===== src/rtl/uart_tx_sched.sv =====
// uart_tx_sched: shares one UART TX serializer between a buffered bus source
// (source 0, DEPTH-entry FIFO) and an unbuffered panel source (source 1,
// 1-entry holding register). One byte is launched at a time with a
// tx_start / tx_busy handshake. The module also reports a sticky overrun (ovr)
// and a sticky handshake timeout (tmo).
//
// Optional feature: define UART_SCHED_RR_EN for round-robin arbitration when
// both sources are pending. Without it, source 0 has fixed priority.

module uart_tx_sched #(
  parameter int DEPTH  = 4,
  parameter int TO_CYC = 16
) (
  input  logic                   pClk,
  input  logic                   pReset,
  input  logic                   s0_valid,
  input  logic [7:0]             s0_data,
  output logic                   s0_ready,
  input  logic                   s1_valid,
  input  logic [7:0]             s1_data,
  output logic                   s1_ready,
  input  logic                   tx_busy,
  output logic                   tx_start,
  output logic [7:0]             tx_data,
  output logic                   grant_id,
  output logic [$clog2(DEPTH):0] fifo_count,
  output logic                   ovr,
  output logic                   tmo,
  input  logic                   err_clr
);

  localparam int AW = $clog2(DEPTH);
  localparam int TW = $clog2(TO_CYC + 1);
  localparam logic [AW:0]   FULL_CNT = (AW + 1)'(DEPTH);
  localparam logic [TW-1:0] LAST_CNT = TW'(TO_CYC - 1);

  typedef enum logic [1:0] {
    IDLE,
    LAUNCH,
    WAIT_BUSY,
    WAIT_DONE
  } stateT;

  stateT         state;
  logic [7:0]    fifoMem [DEPTH];
  logic [AW-1:0] wrPtr;
  logic [AW-1:0] rdPtr;
  logic          holdFull;
  logic [7:0]    holdData;
  logic [TW-1:0] waitCnt;

  logic pend0;
  logic pend1;
  logic launchOk;
  logic pick0;
  logic push0;
  logic push1;
  logic pop0;
  logic pop1;
  logic ovrEvent;
  logic tmoEvent;

  // Ready flags depend only on registered occupancy, never on the valids.
  assign s0_ready = (fifo_count < FULL_CNT);
  assign s1_ready = !holdFull;

  assign push0    = s0_valid && s0_ready;
  assign push1    = s1_valid && (!holdFull || pop1);
  assign ovrEvent = s1_valid && holdFull && !pop1;
  assign tmoEvent = (state == WAIT_BUSY) && !tx_busy && (waitCnt == LAST_CNT);

  // Arbitration: decide whether a launch happens this cycle and from which source.
  always_comb begin
    // NOTE: every output of this block gets a default first so no latch is inferred.
    pend0    = (fifo_count != '0);
    pend1    = holdFull;
    launchOk = (state == IDLE) && !tx_busy && (pend0 || pend1);
`ifdef UART_SCHED_RR_EN
    // On a tie the grant goes to the source opposite the last one launched.
    pick0    = (pend0 && pend1) ? grant_id : pend0;
`else
    // Source 0 always wins; source 1 only runs while the FIFO is empty.
    pick0    = pend0;
`endif
    pop0     = launchOk && pick0;
    pop1     = launchOk && !pick0;
  end

  // Source-0 FIFO storage.
  always_ff @(posedge pClk) begin
    // NOTE: storage is deliberately not reset; occupancy is tracked by
    // fifo_count, so stale contents are never read.
    if (push0) begin
      fifoMem[wrPtr] <= s0_data;
    end
  end

  // Source-0 FIFO pointers and occupancy; pointers wrap naturally at DEPTH.
  always_ff @(posedge pClk or negedge pReset) begin
    if (!pReset) begin
      wrPtr      <= '0;
      rdPtr      <= '0;
      fifo_count <= '0;
    end else begin
      if (push0) wrPtr <= wrPtr + 1'b1;
      if (pop0)  rdPtr <= rdPtr + 1'b1;
      case ({push0, pop0})
        2'b10:   fifo_count <= fifo_count + 1'b1;
        2'b01:   fifo_count <= fifo_count - 1'b1;
        default: fifo_count <= fifo_count;
      endcase
    end
  end

  // Source-1 holding register and sticky overrun flag (a set beats err_clr).
  always_ff @(posedge pClk or negedge pReset) begin
    if (!pReset) begin
      holdFull <= 1'b0;
      holdData <= '0;
      ovr      <= 1'b0;
    end else begin
      if (push1) begin
        holdFull <= 1'b1;
        holdData <= s1_data;
      end else if (pop1) begin
        holdFull <= 1'b0;
      end
      if (ovrEvent) begin
        ovr <= 1'b1;
      end else if (err_clr) begin
        ovr <= 1'b0;
      end
    end
  end

  // Launch FSM with registered tx_start/tx_data/grant_id and sticky timeout.
  always_ff @(posedge pClk or negedge pReset) begin
    if (!pReset) begin
      state    <= IDLE;
      tx_start <= 1'b0;
      tx_data  <= '0;
      grant_id <= 1'b1;
      waitCnt  <= '0;
      tmo      <= 1'b0;
    end else begin
      // NOTE: tx_start defaults low each cycle so it is a single-cycle pulse.
      tx_start <= 1'b0;
      case (state)
        IDLE: begin
          if (launchOk) begin
            tx_data  <= pick0 ? fifoMem[rdPtr] : holdData;
            grant_id <= !pick0;
            tx_start <= 1'b1;
            state    <= LAUNCH;
          end
        end
        LAUNCH: begin
          waitCnt <= '0;
          state   <= WAIT_BUSY;
        end
        WAIT_BUSY: begin
          if (tx_busy) begin
            state <= WAIT_DONE;
          end else if (waitCnt == LAST_CNT) begin
            state <= IDLE;
          end else begin
            waitCnt <= waitCnt + 1'b1;
          end
        end
        WAIT_DONE: begin
          if (!tx_busy) begin
            state <= IDLE;
          end
        end
        default: state <= IDLE;
      endcase
      if (tmoEvent) begin
        tmo <= 1'b1;
      end else if (err_clr) begin
        tmo <= 1'b0;
      end
    end
  end

endmodule


===== config.mk =====
export PLATFORM = sky130hd
export DESIGN_NAME = uart_tx_sched
export DESIGN_NICKNAME = d
export VERILOG_FILES = /design/src/rtl/uart_tx_sched.sv
export SDC_FILE = /design/constraint.sdc
export NUM_CORES = 1
export LEC_CHECK = 0
export ABC_AREA = 1
export CAP_MARGIN = 20
export CORE_MARGIN = 2
export CORE_UTILIZATION = 40
export CTS_CLUSTER_SIZE = 28
export DETAILED_ROUTE_END_ITERATION = 6
export GPL_ROUTABILITY_DRIVEN = 0
export GPL_TIMING_DRIVEN = 1
export PLACE_DENSITY_LB_ADDON = 0.15
export SETUP_SLACK_MARGIN = 0.4
export SLEW_MARGIN = 25
export SYNTH_ARGS = -nofsm -noshare
export SYNTH_HDL_FRONTEND = slang
export SYNTH_SLANG_ARGS = --single-unit

===== constraint.sdc =====
create_clock -name pClk -period 2.2 [get_ports pClk]
set_input_delay 0.44 -clock pClk [delete_from_list [all_inputs] [get_ports pClk]]
set_output_delay 0.44 -clock pClk [all_outputs]
set_load 0.02 [all_outputs]

# Word-level counts from Yosys, hierarchy flattened
# Memory sizes are Yosys's and may differ from the RTL's.
# Cells that the tools add are included.
classes:
  addsub: 5
  reduce_logical: 26
  mux: 19
  n_eq_ne: 11
  n_lt_le_gt_ge: 1
op_table:
  columns: ["operator", "count"]
  rows:
  - ["$logic_and 1x1->1", 10]
  - ["$mux 5", 2]
  - ["$pmux 5 s2", 1]
  - ["$reduce_bool 2->1", 5]
  - ["$mux 1", 9]
  - ["$mux 2", 4]
  - ["$mux 8", 1]
  - ["$ne 2x2->1 const B", 4]
  - ["$pmux 2 s4", 1]
  - ["$eq 2x2->1 const B", 3]
  - ["$pmux 3 s2", 1]
  - ["$reduce_and 3->1", 2]
  - ["$add 5x1->5 const B", 1]
  - ["$eq 5x4->1 const B", 1]
  - ["$add 2x1->2 const B", 2]
  - ["$eq 2x1->1 const B", 2]
  - ["$logic_not 1->1", 4]
  - ["$add 3x1->3 const B", 1]
  - ["$lt 3x3->1 const B", 1]
  - ["$ne 3x2->1 const B", 1]
  - ["$reduce_bool 3->1", 1]
  - ["$sub 3x1->3 const B", 1]
  - ["$logic_not 2->1", 1]
  - ["$logic_or 1x1->1", 2]
  - ["$reduce_and 2->1", 1]
word_totals:
  n_memories: 1
  reg_bits: 35
  inputBits: 22
  mem_bits_rw: 32
  elab_cells: 75
mem_list:
  columns: ["name", "words", "word_bits", "rd", "rd_clocked_by_memory_dff", "write_ports", "line_no", "source"]
  rows:
  - ["fifoMem", 4, 8, 1, 0, 1, "45", "logic [7:0] fifoMem [DEPTH];"]

# Logic depth before layout (Yosys ltp)
depth:
  ltp_word: 7
  depth_mapped: 11
  depth_no_buf: 11

# Least setup slack after synthesis
# OpenSTA, ideal clock, no wires.
synth_path:
  kind: "in2reg"
  from: "in tx_busy"
  to: "reg fifo_count[2]"
  arrival_ps: 1886
  setup_time_ps: 131
  required_time_ps: 2069
  path_slack_ps: 183
  cell_stages: 11
  cell_sequence: "inv_1 > nand2_2 > inv_4 > nand2_2 > clkinv_2 > ha_1 > inv_1 > fa_1 > a21oi_1 > o21ai_0 > xor2_1"
synth_between:
  elab_chain_cells: 6
  elab_cells_between_ends: 8
synth_rtl:
  columns: ["item", "line_no", "source"]
  rows:
  - ["from (decl)", "22", "input logic tx_busy,"]
  - ["$logic_not 1->1 *", null, null]
  - ["$logic_and 1x1->1 * (2 in a row)", "77", "launchOk = (state == IDLE) && !tx_busy && (pend0 || pend1);"]
  - ["$logic_and 1x1->1 *", "85", "pop0 = launchOk && pick0;"]
  - ["named net pop0", "58", "logic pop0;"]
  - ["$eq 2x1->1 or $eq 2x2->1 (tied branches)", "107", "case ({push0, pop0})"]
  - ["$pmux 3 s2 or $reduce_bool 2->1 (tied branches)", null, null]
  - ["to (signal assigned)", "108", "2'b10: fifo_count <= fifo_count + 1'b1;"]
  - ["to (signal assigned)", "109", "2'b01: fifo_count <= fifo_count - 1'b1;"]
  - ["to (signal assigned)", "110", "default: fifo_count <= fifo_count;"]
  - ["to (decl)", "26", "output logic [$clog2(DEPTH):0] fifo_count,"]
# Mark *: on every way through the listed nets, which the timed path passes. The rest lies on a longest branch.
# A chain may end at the register's enable or synchronous reset.

# Worst setup path after layout
layout_path:
  from: "reg state[0]"
  to: "reg fifo_count[2]"
layout_between:
  elab_chain_cells: 6
  elab_cells_between_ends: 8
layout_rtl:
  columns: ["item", "line_no", "source"]
  rows:
  - ["from (decl)", "44", "stateT state;"]
  - ["from (signal assigned)", "139", "state <= IDLE;"]
  - ["from (signal assigned)", "154", "state <= LAUNCH;"]
  - ["from (signal assigned)", "159", "state <= WAIT_BUSY;"]
  - ["$logic_not 2->1 *", "77", null]
  - ["$logic_and 1x1->1 * (2 in a row)", "77", null]
  - ["$logic_and 1x1->1 *", "85", null]
  - ["named net pop0", "58", null]
  - ["$eq 2x1->1 or $eq 2x2->1 (tied branches)", "107", null]
  - ["$pmux 3 s2 or $reduce_bool 2->1 (tied branches)", null, null]
# Marks and branches as above.

==> metrics.yaml <==
power:
  leakage_uw: 0.00172
  power.share.clock_pct: 25.2
  switching_share_pct: 34.6
  power.total_uw: 4790
  comb_power_share_pct: 36.6
  p_per_area_nw_per_um2: 1250
  switchingPower_uw: 1660
  worst_ir_drop_vdd_v: 0.000549
  intPower_uw: 3130
  seq_power_share_pct: 38.2
setup_path:
  startpoint: "state[0]"
  cpPeakStageDelay_ns: 0.41
  critPathKind: "reg -> reg"
  path_buf_inv: 3
  crit_family: "adder cells"
  endpoint_kind: "register"
  worstSetupStartpointType: "register"
  critical_path_required_ns: 2.42
  worstPathArrival_ns: 2.00
  r2r-start: "state[0]"
  cp_max_fo: 3
  crit_slowest_cell: "dfrtp_1"
  path_cells: "nor2_2 > nand2_2 > inv_4 > nand2_4 > clkinv_4 > ha_4 > inv_2 > fa_2 > a21oi_2 > o21ai_1 > xor2_1"
cells_and_area:
  final_area_um2: 3810
  final_nets: 373
  multiInputGateArea_um2: 928
  diodes: 0
  fillerInstances: 659
  register_area_um2: 1840
  final_cells: 447
  syn_to_final_growth_pct: 30.2
  layout-drive-gt1-share_pct: 16.4
grt:
  grt_pass1_vias: 1961
  grt_pass1_wl_um: 9220
  gr-usage-all-layers_pct: 15.7
  grt-ovfl-total: 0
  antenna_found_initial: 0
  grt_max_degree: 36
outcome:
  status: "complete, no violations"
floorplan:
  io_pins: 39
  num_rows: 31
  die_y_um: 89.6
  start_util_pct: 40.8
  chipWidth_um: 89.6
  dieArea_um2: 8020
  core_um2: 7180
routing:
  drt-initial-drc-count: 83
  first_pass_iters: 4
  wirelength_um: 5750
  num_vias: 2075
  drtAntennaViolNets: 0
  via_per_inst: 4.64
  detail_route.drc_violations: 0
  drt-wirelength-per-cell_um: 12.9
clock_network:
  clk_path_buf_depth: 2
  cts_hold_buf: 0
  clk_pin_slew_ns: 0.07
  clk_latency_ns: 0.34
  cts_tree: "done"
  htree_levels: 3
  cts_root_buffer: "clkbuf_8"
  cts_buffers: 9
  clock_sinks: 67
timing:
  finalCriticalPeriod_ns: 1.77
  report.final.slew_viol_count: 0
  worst_slack_ns: 0.428
  finalSetupViolations: 0
  fin_crit_sh_pct: 80.5
  tightestPinTransition_ns: 0.531
  fmax_mhz: 564
  skew_ns: 0.00563
  hold_violations: 0
  rsz0062_at_grt: "true"
  holdWs_ns: 0.479
  slew_headroom_pct: 64.6
synth:
  seq_area_frac_synth_pct: 62.8
  synthesis.area_um2: 2930
  syn_area_per_cell_um2: 10.5
  yosys_warnings: 0
  synth_nets: 309
  ys_seq_elements: 67
  synth-main-ff-cell: "dfrtp_1"
  synth_edf_count: 32
  synth.distinct_cells: 32
  syn_inst: 279
  async_flop_share_pct: 52.2
place:
  placed_area_um2: 3510
  dp_slack_ns: -0.0295
  place_inst: 422
  portBuffers: 38
  post-dp-hpwl_um: 3850
hold_path:
  hp-start: "holdData[2]"
  hold_path_class: "reg -> reg"
run:
  cap_violations: 0
## layout by cell type, fill, tap and decap left out, drive strengths merged, types with 2 or more instances in the layout
master | synthesis | layout
o22ai | 2 | 2
edfxtp | 32 | 32
dlymetal6s2s | 0 | 3
nand3 | 23 | 23
inv | 31 | 30
nor2 | 25 | 25
bufinv | 0 | 3
nand4 | 9 | 9
dfrtp | 34 | 34
a21oi | 3 | 3
nand2 | 67 | 67
clkinv | 3 | 6
o21ai | 18 | 18
o211ai | 8 | 8
clkbuf | 0 | 10
xor2 | 3 | 3
buf | 8 | 23
dlygate4sd2 | 0 | 6
ha | 7 | 7
clkdlybuf4s50 | 0 | 29
## final timing paths
path                                 end  slack, ns  cells past startpoint
setup / recovery           fifo_count[2]       0.43                     11
hold / removal               holdData[2]       0.48                      2
setup reg to reg           fifo_count[2]       0.43                     11
hold reg to reg              holdData[2]       0.48                      2
max in group asynchronous       grant_id       1.34                      2
min in group asynchronous     waitCnt[0]       0.51                      2
## cells in the mapped netlist (4+ instances only)
| cell | n | area share (%) |
|---|---|---|
| nand2_1 | 62 | 7.9 |
| dfrtp_1 | 34 | 29 |
| edfxtp_1 | 32 | 33 |
| inv_1 | 29 | 3.7 |
| nand3_1 | 23 | 3.9 |
| nor2_1 | 23 | 2.9 |
| o21ai_0 | 13 | 2.2 |
| nand4_1 | 9 | 1.9 |
| o211ai_1 | 8 | 2.1 |
| ha_1 | 7 | 3.0 |
| buf_2 | 5 | 0.85 |
| nand2_2 | 4 | 0.85 |
## metal layers
| metal | part of all wire, % | routed length [um] | GRT usage, % | vias up |
|---|---|---|---|---|
| met5 | 0 | 0 | 0 | - |
| met4 | 1.7 | 98 | 7.33 | 0 |
| met3 | 3.5 | 200 | 4.39 | 9 |
| met2 | 46 | 2630 | 23.3 | 31 |
| met1 | 49 | 2820 | 21.5 | 981 |
| li1 | - | - | - | 1054 |
## power groups by stage
| stage | Clock [uW] | Combinational [uW] | Sequential, uW |
|---|---|---|---|
| 2_1_floorplan | 0 | 981 | 1960 |
| 3_3_place_gp | 0 | 1640 | 1860 |
| 3_5_place_dp | 0 | 1670 | 1860 |
| 4_1_cts | 1240 | 1670 | 1840 |
| 5_1_grt | 1290 | 1960 | 1860 |
| 6_report | 1210 | 1750 | 1830 |
## registers in the layout, summed over array words and instances (netlist names), 2 cells and up
signal,flops
fifoMem,32
holdData,8
tx_data,8
waitCnt,5
fifo_count,3
rdPtr,2
state,2
wrPtr,2
## metrics by stage
stage | utilization [%] | setup TNS, ns
after floorplan | - | 0
after global placement | 48.9 | 0
after detailed placement | 48.9 | -0.0319
after CTS | 52.2 | 0
after global routing | 53.1 | 0
final | 53.1 | 0
## cell families (layout without fill, tap and decap cells)
family          Yosys count  in the layout  share of synthesized area, %
compound gates           32             32                          6.54
xor+xnor                  4              4                          1.20
fa+ha+maj                 8              8                          3.67
buf+inv                  42            111                          6.36
flops                    67             67                          62.8
simple gates            126            126                          19.5
## tightest hold or removal path, stage by stage, from the launching register on
cell     delay [ns]
dfrtp_1        0.35
nand2_1        0.05
nand2_1        0.04
## what timing repair did
item                                    4_1_cts  5_1_grt
gates cloned                                  0        0
pin swaps                                     1        4
setup buffers                                 1        8
endpoints found under the setup margin        7        5
resized for setup                             6        4
## final cells by class
class	count	share of cell area [%]
Sequential cell	67	48.2
Timing Repair Buffer	61	14.5
Clock buffer	10	3.35
Tap cell	99	3.25
Clock inverter	6	2.72
Inverter	34	3.64
Multi-Input combinational cell	170	24.3
(Power assumes the default switching activity.)
